[src/rtl/alu_pkg.sv]
// alu_pkg: shared encodings for the EX-stage ALU control block.
//   - ALU Func select codes driven to the ALU
//   - ALU_mid I-type class codes (3'b111 selects R-type funct decode)
//   - R-type funct constants, including mul/div and HI/LO moves
//   - multiply/divide sequencer state encoding
package alu_pkg;

   localparam logic [3:0] FUNC_AND  = 4'b0000;
   localparam logic [3:0] FUNC_OR   = 4'b0001;
   localparam logic [3:0] FUNC_XOR  = 4'b0010;
   localparam logic [3:0] FUNC_XNOR = 4'b0011;
   localparam logic [3:0] FUNC_ADD  = 4'b0100;
   localparam logic [3:0] FUNC_SUB  = 4'b1100;
   localparam logic [3:0] FUNC_SLT  = 4'b1101;

   localparam logic [2:0] MID_ADD   = 3'b000;
   localparam logic [2:0] MID_SUB   = 3'b001;
   localparam logic [2:0] MID_AND   = 3'b010;
   localparam logic [2:0] MID_OR    = 3'b011;
   localparam logic [2:0] MID_XOR   = 3'b100;
   localparam logic [2:0] MID_SLT   = 3'b101;
   localparam logic [2:0] MID_ILL   = 3'b110;
   localparam logic [2:0] MID_RTYPE = 3'b111;

   localparam logic [5:0] FUNCT_ADD   = 6'b100000;
   localparam logic [5:0] FUNCT_ADDU  = 6'b100001;
   localparam logic [5:0] FUNCT_SUB   = 6'b100010;
   localparam logic [5:0] FUNCT_SUBU  = 6'b100011;
   localparam logic [5:0] FUNCT_AND   = 6'b100100;
   localparam logic [5:0] FUNCT_OR    = 6'b100101;
   localparam logic [5:0] FUNCT_XOR   = 6'b100110;
   localparam logic [5:0] FUNCT_XNOR  = 6'b001100;
   localparam logic [5:0] FUNCT_SLT   = 6'b101010;
   localparam logic [5:0] FUNCT_SLTU  = 6'b101011;
   localparam logic [5:0] FUNCT_MULT  = 6'b011000;
   localparam logic [5:0] FUNCT_MULTU = 6'b011001;
   localparam logic [5:0] FUNCT_DIV   = 6'b011010;
   localparam logic [5:0] FUNCT_DIVU  = 6'b011011;
   localparam logic [5:0] FUNCT_MFHI  = 6'b010000;
   localparam logic [5:0] FUNCT_MTHI  = 6'b010001;
   localparam logic [5:0] FUNCT_MFLO  = 6'b010010;
   localparam logic [5:0] FUNCT_MTLO  = 6'b010011;

   typedef enum logic [1:0] {
      SEQ_IDLE = 2'b00,
      SEQ_MUL  = 2'b01,
      SEQ_DIV  = 2'b10,
      SEQ_FIX  = 2'b11
   } seq_state_e;

endpackage

[src/rtl/muldiv_seq.sv]
// muldiv_seq: iterative multiply/divide sequencer owning the HI/LO registers.
// Only built when ALU_MULDIV_EN is defined.
//   clk, rst_n        clock, synchronous active-low reset
//   start_i           issue a mult/div (only honoured in IDLE)
//   div_i, signed_i   operation select for the issue
//   wr_hi_i, wr_lo_i  mthi/mtlo write of a_i (only honoured in IDLE)
//   a_i, b_i          operands (rs, rt)
//   hi_o, lo_o        architectural HI/LO
//   busy_o            sequencer not idle
//
// state    | meaning
// SEQ_IDLE | waiting; accepts issue and mthi/mtlo
// SEQ_MUL  | shift-add, one multiplier bit per cycle
// SEQ_DIV  | restoring divide, one quotient bit per cycle
// SEQ_FIX  | sign correction and {HI,LO} write
`ifdef ALU_MULDIV_EN
module muldiv_seq
   import alu_pkg::*;
#(
   parameter int WIDTH = 32
) (
   input  logic             clk,
   input  logic             rst_n,
   input  logic             start_i,
   input  logic             div_i,
   input  logic             signed_i,
   input  logic             wr_hi_i,
   input  logic             wr_lo_i,
   input  logic [WIDTH-1:0] a_i,
   input  logic [WIDTH-1:0] b_i,
   output logic [WIDTH-1:0] hi_o,
   output logic [WIDTH-1:0] lo_o,
   output logic             busy_o
);

   localparam int CW = $clog2(WIDTH) + 1;
   localparam logic [CW-1:0] CNT_LAST = CW'(WIDTH - 1);

   seq_state_e       st_q, st_d;
   logic [CW-1:0]    cnt_q, cnt_d;
   logic [WIDTH-1:0] acc_hi_q, acc_hi_d, acc_lo_q, acc_lo_d, opb_q, opb_d;
   logic [WIDTH-1:0] hi_q, hi_d, lo_q, lo_d;
   logic             div_q, div_d, neg_q, neg_d, neg_rem_q, neg_rem_d, div0_q, div0_d;
   logic             sa, sb;
   logic [WIDTH:0]   mul_sum, div_sh;
   logic [WIDTH-1:0] div_diff;
   logic             div_ge;

   always_comb begin
      st_d      = st_q;
      cnt_d     = cnt_q;
      acc_hi_d  = acc_hi_q;
      acc_lo_d  = acc_lo_q;
      opb_d     = opb_q;
      div_d     = div_q;
      neg_d     = neg_q;
      neg_rem_d = neg_rem_q;
      div0_d    = div0_q;
      hi_d      = hi_q;
      lo_d      = lo_q;
      sa        = signed_i & a_i[WIDTH-1];
      sb        = signed_i & b_i[WIDTH-1];
      mul_sum   = {1'b0, acc_hi_q} + (acc_lo_q[0] ? {1'b0, opb_q} : '0);
      div_sh    = {acc_hi_q, acc_lo_q[WIDTH-1]};
      div_ge    = (div_sh >= {1'b0, opb_q});
      // remainder stays below the divisor, so the low bits are exact
      div_diff  = div_sh[WIDTH-1:0] - opb_q;

      case (st_q)
         SEQ_IDLE: begin
            if (wr_hi_i) hi_d = a_i;
            if (wr_lo_i) lo_d = a_i;
            if (start_i) begin
               st_d      = div_i ? SEQ_DIV : SEQ_MUL;
               cnt_d     = CNT_LAST;
               acc_hi_d  = '0;
               acc_lo_d  = sa ? -a_i : a_i;
               opb_d     = sb ? -b_i : b_i;
               div_d     = div_i;
               neg_d     = sa ^ sb;
               neg_rem_d = sa;
               div0_d    = (b_i == '0);
            end
         end
         SEQ_MUL, SEQ_DIV: begin
            if (st_q == SEQ_MUL) begin
               acc_hi_d = mul_sum[WIDTH:1];
               acc_lo_d = {mul_sum[0], acc_lo_q[WIDTH-1:1]};
            end else begin
               acc_hi_d = div_ge ? div_diff : div_sh[WIDTH-1:0];
               acc_lo_d = {acc_lo_q[WIDTH-2:0], div_ge};
            end
            if (cnt_q == '0) st_d = SEQ_FIX;
            else             cnt_d = cnt_q - 1'b1;
         end
         SEQ_FIX: begin
            st_d = SEQ_IDLE;
            if (div_q) begin
               // divide-by-zero keeps the all-ones quotient unsigned
               lo_d = (neg_q & ~div0_q) ? -acc_lo_q : acc_lo_q;
               hi_d = neg_rem_q ? -acc_hi_q : acc_hi_q;
            end else begin
               {hi_d, lo_d} = neg_q ? -{acc_hi_q, acc_lo_q} : {acc_hi_q, acc_lo_q};
            end
         end
         default: st_d = SEQ_IDLE;
      endcase
   end

   always_ff @(posedge clk) begin
      if (!rst_n) begin
         st_q      <= SEQ_IDLE;
         cnt_q     <= '0;
         acc_hi_q  <= '0;
         acc_lo_q  <= '0;
         opb_q     <= '0;
         div_q     <= 1'b0;
         neg_q     <= 1'b0;
         neg_rem_q <= 1'b0;
         div0_q    <= 1'b0;
         hi_q      <= '0;
         lo_q      <= '0;
      end else begin
         st_q      <= st_d;
         cnt_q     <= cnt_d;
         acc_hi_q  <= acc_hi_d;
         acc_lo_q  <= acc_lo_d;
         opb_q     <= opb_d;
         div_q     <= div_d;
         neg_q     <= neg_d;
         neg_rem_q <= neg_rem_d;
         div0_q    <= div0_d;
         hi_q      <= hi_d;
         lo_q      <= lo_d;
      end
   end

   assign hi_o   = hi_q;
   assign lo_o   = lo_q;
   assign busy_o = (st_q != SEQ_IDLE);

endmodule
`endif

[src/rtl/alu_ctrl_seq.sv]
// alu_ctrl_seq: registered EX-stage ALU decoder with optional mul/div sequencer.
// Optional feature macro: ALU_MULDIV_EN (mul/div sequencer, HI/LO, stall).
//   clk, rst_n              clock, synchronous active-low reset
//   en, flush               pipeline advance, bubble insert
//   control_unit_funct      R-type funct
//   ALU_mid                 I-type class, 3'b111 = R-type
//   src_a, src_b            operands
//   Func, illegal, hilo_rd  registered decode results
//   hilo_out                HI or LO captured by the last mfhi/mflo
//   stall                   combinational hold request for ID/EX
//   busy                    sequencer running
module alu_ctrl_seq
   import alu_pkg::*;
#(
   parameter int WIDTH = 32
) (
   input  logic             clk,
   input  logic             rst_n,
   input  logic             en,
   input  logic             flush,
   input  logic [5:0]       control_unit_funct,
   input  logic [2:0]       ALU_mid,
   input  logic [WIDTH-1:0] src_a,
   input  logic [WIDTH-1:0] src_b,
   output logic [3:0]       Func,
   output logic             illegal,
   output logic             hilo_rd,
   output logic [WIDTH-1:0] hilo_out,
   output logic             stall,
   output logic             busy
);

`ifdef ALU_MULDIV_EN
   localparam bit MD_EN = 1'b1;
`else
   localparam bit MD_EN = 1'b0;
`endif

   logic [3:0] dec_func, func_q, func_d;
   logic       dec_ill, ill_q, ill_d, hilo_rd_q, hilo_rd_d;
   logic       md_hit, md_start, md_div, md_signed, md_mfhi, md_mflo, md_mthi, md_mtlo;
   logic       ld;

   always_comb begin
      dec_func  = FUNC_AND;
      dec_ill   = 1'b0;
      md_hit    = 1'b0;
      md_start  = 1'b0;
      md_div    = 1'b0;
      md_signed = 1'b0;
      md_mfhi   = 1'b0;
      md_mflo   = 1'b0;
      md_mthi   = 1'b0;
      md_mtlo   = 1'b0;
      case (ALU_mid)
         MID_ADD: dec_func = FUNC_ADD;
         MID_SUB: dec_func = FUNC_SUB;
         MID_AND: dec_func = FUNC_AND;
         MID_OR:  dec_func = FUNC_OR;
         MID_XOR: dec_func = FUNC_XOR;
         MID_SLT: dec_func = FUNC_SLT;
         MID_RTYPE: begin
            case (control_unit_funct)
               FUNCT_ADD, FUNCT_ADDU: dec_func = FUNC_ADD;
               FUNCT_SUB, FUNCT_SUBU: dec_func = FUNC_SUB;
               FUNCT_AND:             dec_func = FUNC_AND;
               FUNCT_OR:              dec_func = FUNC_OR;
               FUNCT_XOR:             dec_func = FUNC_XOR;
               FUNCT_XNOR:            dec_func = FUNC_XNOR;
               FUNCT_SLT, FUNCT_SLTU: dec_func = FUNC_SLT;
               FUNCT_MULT:  begin md_hit = 1'b1; md_start = 1'b1; md_signed = 1'b1; end
               FUNCT_MULTU: begin md_hit = 1'b1; md_start = 1'b1; end
               FUNCT_DIV:   begin md_hit = 1'b1; md_start = 1'b1; md_div = 1'b1; md_signed = 1'b1; end
               FUNCT_DIVU:  begin md_hit = 1'b1; md_start = 1'b1; md_div = 1'b1; end
               FUNCT_MFHI:  begin md_hit = 1'b1; md_mfhi = 1'b1; end
               FUNCT_MFLO:  begin md_hit = 1'b1; md_mflo = 1'b1; end
               FUNCT_MTHI:  begin md_hit = 1'b1; md_mthi = 1'b1; end
               FUNCT_MTLO:  begin md_hit = 1'b1; md_mtlo = 1'b1; end
               default:     dec_ill = 1'b1;
            endcase
            if (md_hit) begin
               dec_func = MD_EN ? FUNC_ADD : FUNC_AND;
               dec_ill  = ~MD_EN;
            end
         end
         default: dec_ill = 1'b1;
      endcase
   end

   assign ld        = en & ~stall;
   assign func_d    = flush ? FUNC_AND : dec_func;
   assign ill_d     = ~flush & dec_ill;
   assign hilo_rd_d = MD_EN & ~flush & (md_mfhi | md_mflo);

   always_ff @(posedge clk) begin
      if (!rst_n) begin
         func_q    <= FUNC_AND;
         ill_q     <= 1'b0;
         hilo_rd_q <= 1'b0;
      end else if (ld) begin
         func_q    <= func_d;
         ill_q     <= ill_d;
         hilo_rd_q <= hilo_rd_d;
      end
   end

   assign Func    = func_q;
   assign illegal = ill_q;
   assign hilo_rd = hilo_rd_q;

`ifdef ALU_MULDIV_EN
   logic [WIDTH-1:0] hi_w, lo_w, hilo_out_q;
   logic             issue;

   assign issue = ld & ~flush;
   // a flushed slot decodes as a bubble, so it never needs to wait
   assign stall = busy & ~flush & md_hit;

   muldiv_seq #(.WIDTH(WIDTH)) u_muldiv (
      .clk      (clk),
      .rst_n    (rst_n),
      .start_i  (issue & md_start),
      .div_i    (md_div),
      .signed_i (md_signed),
      .wr_hi_i  (issue & md_mthi),
      .wr_lo_i  (issue & md_mtlo),
      .a_i      (src_a),
      .b_i      (src_b),
      .hi_o     (hi_w),
      .lo_o     (lo_w),
      .busy_o   (busy)
   );

   always_ff @(posedge clk) begin
      if (!rst_n)                          hilo_out_q <= '0;
      else if (issue & (md_mfhi | md_mflo)) hilo_out_q <= md_mfhi ? hi_w : lo_w;
   end

   assign hilo_out = hilo_out_q;
`else
   logic unused_md;
   assign unused_md = ^{src_a, src_b, md_start, md_div, md_signed, md_mthi, md_mtlo};
   assign busy      = 1'b0;
   assign stall     = 1'b0;
   assign hilo_out  = '0;
`endif

endmodule

[config.mk]
export PLATFORM = sky130hd
export DESIGN_NAME = alu_ctrl_seq
export DESIGN_NICKNAME = d
export VERILOG_FILES = /design/src/rtl/alu_pkg.sv /design/src/rtl/muldiv_seq.sv /design/src/rtl/alu_ctrl_seq.sv
export SDC_FILE = /design/constraint.sdc
export NUM_CORES = 1
export LEC_CHECK = 0
export CAP_MARGIN = 20
export CORE_ASPECT_RATIO = 0.7
export CORE_MARGIN = 5
export CORE_UTILIZATION = 22
export CTS_CLUSTER_SIZE = 8
export DETAILED_ROUTE_END_ITERATION = 10
export HOLD_SLACK_MARGIN = 0.15
export PLACE_DENSITY = 0.88
export SLEW_MARGIN = 30
export SYNTH_ARGS = -nofsm -noshare
export SYNTH_HDL_FRONTEND = slang
export SYNTH_SLANG_ARGS = --single-unit
[constraint.sdc]
create_clock -name clk -period 2.1 [get_ports clk]
set_clock_uncertainty 0.15 [all_clocks]
set_input_delay 0.315 -clock clk [delete_from_list [all_inputs] [get_ports clk]]
set_output_delay 0.315 -clock clk [all_outputs]
set_load 0.05 [all_outputs]
==> results of run 1 <==
-- metrics by stage --
step,std cells,hold WS (ps),power (uW),setup WS (ps),cell area (um^2)
2_1_floorplan,118,281,326,922,771
3_3_place_gp,135,290,314,381,718
3_5_place_dp,135,297,315,380,718
4_1_cts,139,302,504,251,763
5_1_grt,139,322,527,214,763
6_report,139,299,497,258,763
-- registers in the layout, indices dropped and copies added, names as in the netlist --
signal,cells
Func,4
illegal,1
-- cell usage after synthesis (all sizes together) --
master	instances
inv	2
a32oi	1
nand3b	2
xnor2	1
a21oi	1
a22o	1
conb	1
and2b	3
and4bb	1
nand4b	1
o22ai	1
o21a	1
nand2	6
a31oi	1
o21ai	4
dfxtp	5
nand3	5
nor3	1
o31ai	1
buf	36
o31a	1
nor2	2
a22oi	1
nor2b	3
nor4b	1
nand2b	1
-- worst min-delay path: stages (launching register included) --
cell and delay, ps:
dfxtp_1 300, nand2_1 50, o21ai_1 50
-- worst max path at each step --
stage               depth (start not counted)  endpoint
global placement                            5   Func[2]
floorplan                                   4   illegal
global route                                1   Func[1]
CTS                                         1   Func[1]
detailed placement                          5   Func[2]
finish                                      1   Func[1]
-- logic make-up after synthesis --
kind of cell,Yosys count
buffers and inverters,38
AND/OR/NAND/NOR,26
AO/OA/AOI/OAI,13
flip-flops,5
XOR/XNOR,1
other,1
-- where the power goes --
part	total (uW)	switching (uW)	internal, uW
Clock	181	50.6	131
Combinational	216	175	41.1
Sequential	99.4	1.34	98.1
Total	497	227	270
-- per-layer routing --
| metal | vias to the layer above | part of all wire [%] | GRT usage [%] |
|---|---|---|---|
| li1 | 252 | - | - |
| met1 | 222 | 35 | 6.19 |
| met2 | 22 | 51 | 9.76 |
| met3 | 2 | 11 | 2.54 |
| met4 | 0 | 2.5 | 6.85 |
| met5 | - | 0 | 0 |
-- cell type report --
cell class / count / share of cell area, %
inverters: 2 / 0.984
flip-flops and latches: 5 / 13.1
well taps: 36 / 5.90
clock buffers: 4 / 5.90
multi-input cells: 75 / 51.8
repair buffers: 17 / 22.3
==> results by group, run 1 <==
Clock tree
  • Cts bufs inserted: 3
  • CTS resizes: 0
  • Clock tree buffer depth: 2
  • Clk_lat worst skew: around 220 ps
  • Post-CTS Setup Bufs: 0
  • Clock Sinks: 5
  • Post-CTS Hold Buffers: 0
  • Clock tree from TritonCTS: yes
  • Worst-path clk slew: around 40 ps
  • H-tree levels: 1
  • Clock Root Buffer: clkbuf_8

Worst setup path
  • Arr. time, crit path: about 1400 ps
  • R2R setup slack: roughly 1200 ps
  • Reg2reg path depth: 3
  • Worst path bufs/invs: 1
  • FF-to-FF Start: Func[2]
  • CP Class: reg -> out
  • Critical path startpoint category: flop
  • CP max stage delay: slightly above 800 ps
  • CP Capture Type: primary output
  • Worst setup startpoint: Func[1]
  • FF-to-FF End: Func[2]
  • Crit path max fanout: 2
  • Req. time, crit path: 1630 ps
  • Delay-heaviest family, CP: buffers and inverters
  • Worst path cell trace: clkdlybuf4s50_1
  • Slowest stage cell, crit path: clkdlybuf4s50_1

Finish
  • Fill count: around 310
  • Register area: roughly 100 um^2
  • Util after Layout: between 20% and 30%
  • Commonest non-fill, non-tap cell in the layout: conb_1
  • Multi-input gate area: around 400 um^2
  • Most frequent cells in the layout: conb_1, clkdlybuf4s50_1, nand2_1
  • Nets: 181
  • Antenna cell count: 0
  • Area growth from synthesis to layout: 18.7%
  • Layout cell share with drive strength beyond 1: 7.77%

Pwr
  • Leak Pwr: 0.000327 uW
  • Maximum vdd ir drop: roughly 0.00013 V
  • Power Dens Cells: 651 mW/mm^2

Synth
  • Share of the synthesized area in the top cell type: 40.9%
  • Proportion of synthesized area in mux cells: 0%
  • XOR/XNOR Fraction of Synth Area: about 1.4%
  • Post-synthesis compound-gate area fraction: about 13%
  • Synth Area in Simple Gates: 26.3%
  • Top cells by area, synth: buf_4, dfxtp_1, nand2_1, and2b_4, nand3_1
  • Count of cell types in the netlist: 30
  • Main combinational cell family by area after synthesis: buffers and inverters
  • Post-Syn Area: 643 um^2
  • Syn_area_per_cell: roughly 7.7 um^2
  • Sequential area share after synthesis: between 15 and 20%
  • Post-synthesis adder-cell area fraction: 0%
  • Synth warn: 0
  • Largest area contributor in the netlist: buf_4
  • Cell count after synthesis: 84
  • Register bit total from synthesis: 5

STA
  • Final Hold Fails: 0
  • Final setup fails: 0
  • Post-route minimum period: between 1500 and 2000 ps
  • Setup TNS: 0 ps
  • Maximum achievable frequency: 543 MHz
  • Final Cycle Share: between 80% and 90%
  • Slew margin rel.: 66.5%
  • Max-slew violations: 0
  • Unrepaired setup endpoints after global routing: false
  • Slew @ Worst Pin: roughly 500 ps

Run status
  • Status: complete, no violations

Route
  • WL final: around 1400 um
  • Vias: ~500
  • DRT iter0 DRCs: 16
  • First drt pass iteration count: 3
  • Via density: ~3.6
  • Routed len/inst: between 9 and 10 um
  • Final ANT Viol Nets: 0
  • DRC viols: 0

Die
  • Core Region: 0.00280 mm^2
  • Initial Util: between 20% and 30%
  • Die Area: about 0.0041 mm^2
  • Die Y: between 50 and 60 um
  • I/O pin count: around 120
  • Core Rows: 16
  • Chip width: approximately 75 um

Global routing
  • Tot GR Track Use: under 10%
  • First-pass GRT wire length: 1910 um
  • Vias in the first global route: 411
  • Largest net degree at the start of global routing: 9
  • Overflow left after global routing: 0
  • Initial antenna violation count: 0

Hold path
  • Worst hold stages: 2
  • Hold crit path type: reg -> reg
  • Min-delay src: Func[3]
  • Hold Path End: Func[3]

Place
  • PortBufs: 17
  • Final GP Congestion: 0.859
  • DP Wirelength: approximately 1100 um

Run
  • Max capacitance violation total: 0
Note: power is estimated with default switching activity, not from simulation.
==> run 2: changes to the inputs <==
--- a/config.mk
+++ b/config.mk
@@ -8,11 +8,11 @@
 export CAP_MARGIN = 20
 export CORE_ASPECT_RATIO = 0.7
 export CORE_MARGIN = 5
-export CORE_UTILIZATION = 22
+export CORE_UTILIZATION = 20
 export CTS_CLUSTER_SIZE = 8
 export DETAILED_ROUTE_END_ITERATION = 10
 export HOLD_SLACK_MARGIN = 0.15
-export PLACE_DENSITY = 0.88
+export PLACE_DENSITY = 0.82
 export SLEW_MARGIN = 30
 export SYNTH_ARGS = -nofsm -noshare
 export SYNTH_HDL_FRONTEND = slang
==> constraint.sdc (replaced) <==
create_clock -name clk -period 2.11 [get_ports clk]
set_clock_uncertainty 0.15 [all_clocks]
set_input_delay 0.3165 -clock clk [delete_from_list [all_inputs] [get_ports clk]]
set_output_delay 0.3165 -clock clk [all_outputs]
set_load 0.05 [all_outputs]
==> run 2 against run 1 <==
  * Combinational power barely moved
  * Global-route usage fell by 1.1 points
  * Via count rose by 3.0%
  * Final cell count rose by 1.4%
  * First-iteration DRC count rose by 69%
  * Core utilization fell by 2.7 points
  * Critical path depth did not move
  * Non-clock buffer count did not move
  * Largest cell class unchanged
  * Highest routed layer is now met3
==> results by group, run 2 (synthesized netlist as in run 1, its figures left out) <==
Route
  • Uppermost layer routed: met3
  • Via density: 3.64 (+1.6%)
  • Routed len/inst: 9.50 um (-4.1%)
  • DRT iter0 DRCs: 27 (+11)
  • Final ANT Viol Nets: 0 (unchanged)
  • Vias: 513 (+3.0%)
  • Met2 routed WL: 730 um (+3.8%)
  • WL final: 1340 um (-2.7%)
  • M1 wire length: 458 um (-5.2%)
  • First drt pass iteration count: 4 (+1)
  • Metal3 WL: 150 um (-3.2%)
  • DRC viols: 0 (unchanged)

Finish
  • Register area: 100 um^2 (unchanged)
  • Multi-input gate area: 395 um^2 (unchanged)
  • Design area: 766 um^2 (+0.33%)
  • Nets: 181 (unchanged)
  • Most frequent cells in the layout: conb_1, clkdlybuf4s50_1, nand2_1
  • Area growth from synthesis to layout: 19.1%
  • Fill count: 357 (+14%)
  • Layout cell share with drive strength beyond 1: 7.77% (unchanged)
  • Max reg flops: 4 (unchanged)
  • Commonest non-fill, non-tap cell in the layout: conb_1
  • Antenna cell count: 0 (unchanged)

Global routing
  • Tot GR Track Use: 5.32% (-1.1 points)
  • Initial antenna violation count: 0 (unchanged)
  • Largest net degree at the start of global routing: 9 (unchanged)
  • First-pass GRT wire length: 1860 um (-2.5%)
  • Overflow left after global routing: 0 (unchanged)
  • Vias in the first global route: 435 (+5.8%)

STA
  • Maximum achievable frequency: 550 MHz
  • Final Cycle Share: a little under nine tenths
  • Final setup fails: 0 (unchanged)
  • Final Hold Fails: 0 (unchanged)
  • Post-route minimum period: roughly 1800 ps
  • Slew margin rel.: 66.4% (-0.14 points)
  • Max-slew violations: 0 (unchanged)
  • Slew @ Worst Pin: 502 ps (+2.14 ps)
  • Setup TNS: 0 ps (unchanged)
  • Hold_ws: 294 ps (-5.11 ps)
  • Unrepaired setup endpoints after global routing: false
  • Final worst slack: 292 ps (+33.9 ps)

Worst setup path
  • CP max stage delay: 810 ps (about the same)
  • Crit path max fanout: 2 (unchanged)
  • Worst path cell trace: clkdlybuf4s50_1
  • Worst path bufs/invs: 1 (unchanged)
  • Delay-heaviest family, CP: buffers and inverters
  • Critical path startpoint category: flop
  • CP Capture Type: primary output
  • FF-to-FF End: Func[2]
  • Reg2reg path depth: 3 (unchanged)
  • FF-to-FF Start: Func[2]
  • CP Class: reg -> out
  • Slowest stage cell, crit path: clkdlybuf4s50_1
  • Req. time, crit path: 1640 ps (about the same)
  • Arr. time, crit path: 1350 ps (-30 ps)
  • R2R setup slack: 1240 ps (+30 ps)

Pwr
  • Leak Pwr: 0.000327 uW (unchanged)
  • Flop pwr share: 20.1% (about the same)
  • Int Power: 268 uW (-0.57%)
  • Power Dens Cells: 642 mW/mm^2 (-1.5%)
  • Maximum vdd ir drop: 0.000137 V (+8.7%)
  • Switching share of power: 45.4% (-0.33 points)
  • Combinational cell fraction of total power: 43.8% (+0.2 points)
  • Switch Pwr: 223 uW (-1.9%)
  • Clk pwr share: 36.0% (-0.4 points)
  • Design Power: 491 uW (-1.2%)

Clock tree
  • Worst-path clk slew: 30 ps (about the same)
  • H-tree levels: 1 (unchanged)
  • Clock tree from TritonCTS: yes
  • Post-CTS Hold Buffers: 0 (unchanged)
  • Clock tree buffer depth: 2 (unchanged)
  • Post-CTS Setup Bufs: 0 (unchanged)
  • Clock Root Buffer: clkbuf_8
  • CTS resizes: 0 (unchanged)
  • Clock Sinks: 5 (unchanged)
  • Cts bufs inserted: 3 (unchanged)
  • Clk_lat worst skew: 220 ps (about the same)

Die
  • I/O pin count: 117 (unchanged)
  • Core Region: 0.00313 mm^2 (+12%)
  • Chip width: 77.8 um (+4.2%)
  • Initial Util: 20.6% (-2.4 points)
  • Die Area: 0.00447 mm^2 (+8.4%)
  • Core Rows: 17 (+1)
  • Die Y: 57.4 um (+4.0%)

Hold path
  • Min-delay src: Func[3]
  • Hold Path End: Func[3]
  • Hold crit path type: reg -> reg
  • Worst hold stages: 2 (unchanged)

Place
  • DP Wirelength: 1170 um (+3.1%)
  • PortBufs: 17 (unchanged)
  • Post-place instance area: 721 um^2 (+0.35%)
  • Final GP Congestion: 0.791 (-8.0%)
  • Post-Place Worst Slack: 395 ps (+15.0 ps)

Run
  • Max capacitance violation total: 0 (unchanged)

Run status
  • Status: complete, no violations
[run 2: final cells by class]
type / instances / share of cell area (%)
Clock buffer: 4 / 5.88
Multi-Input combinational cell: 75 / 51.6
Inverter: 2 / 0.980
Timing Repair Buffer: 17 / 22.2
Sequential cell: 5 / 13.1
Tap cell: 38 / 6.21
[run 2: worst register-to-register path, stage by stage (launching register included)]
cell	delay [ps]
dfxtp_1	300
inv_1	50
o22ai_1	70
o21a_1	190
[run 2: power by group through the flow]
stage / clock, uW / combinational, uW / sequential (uW)
6_report: 177 / 215 / 98.8
5_1_grt: 192 / 225 / 98.9
4_1_cts: 184 / 214 / 98.8
3_5_place_dp: 0 / 213 / 100
3_3_place_gp: 0 / 212 / 100
2_1_floorplan: 0 / 215 / 109
[run 2: through the flow]
step | utilization [%] | cells
after CTS | 24.5 | 141
after detailed placement | 23.0 | 137
after global routing | 24.5 | 141
after floorplan | - | 118
final | 24.5 | 141
after global placement | 23.0 | 137
[run 2: worst max-delay path by stage]
| stage | end | cells past startpoint | from | slack, ps |
|---|---|---|---|---|
| floorplan | illegal | 4 | illegal | 930 |
| global placement | Func[2] | 5 | en | 400 |
| detailed placement | Func[2] | 5 | en | 400 |
| CTS | Func[1] | 1 | Func[1] | 280 |
| global route | Func[1] | 1 | Func[1] | 250 |
| finish | Func[2] | 1 | Func[2] | 290 |
[run 2: metal layers]
layer	vias to the layer above	global-route usage, %
met5	-	0
li1	252	-
met3	0	3.15
met4	0	1.47
met2	21	9.39
met1	240	5.31
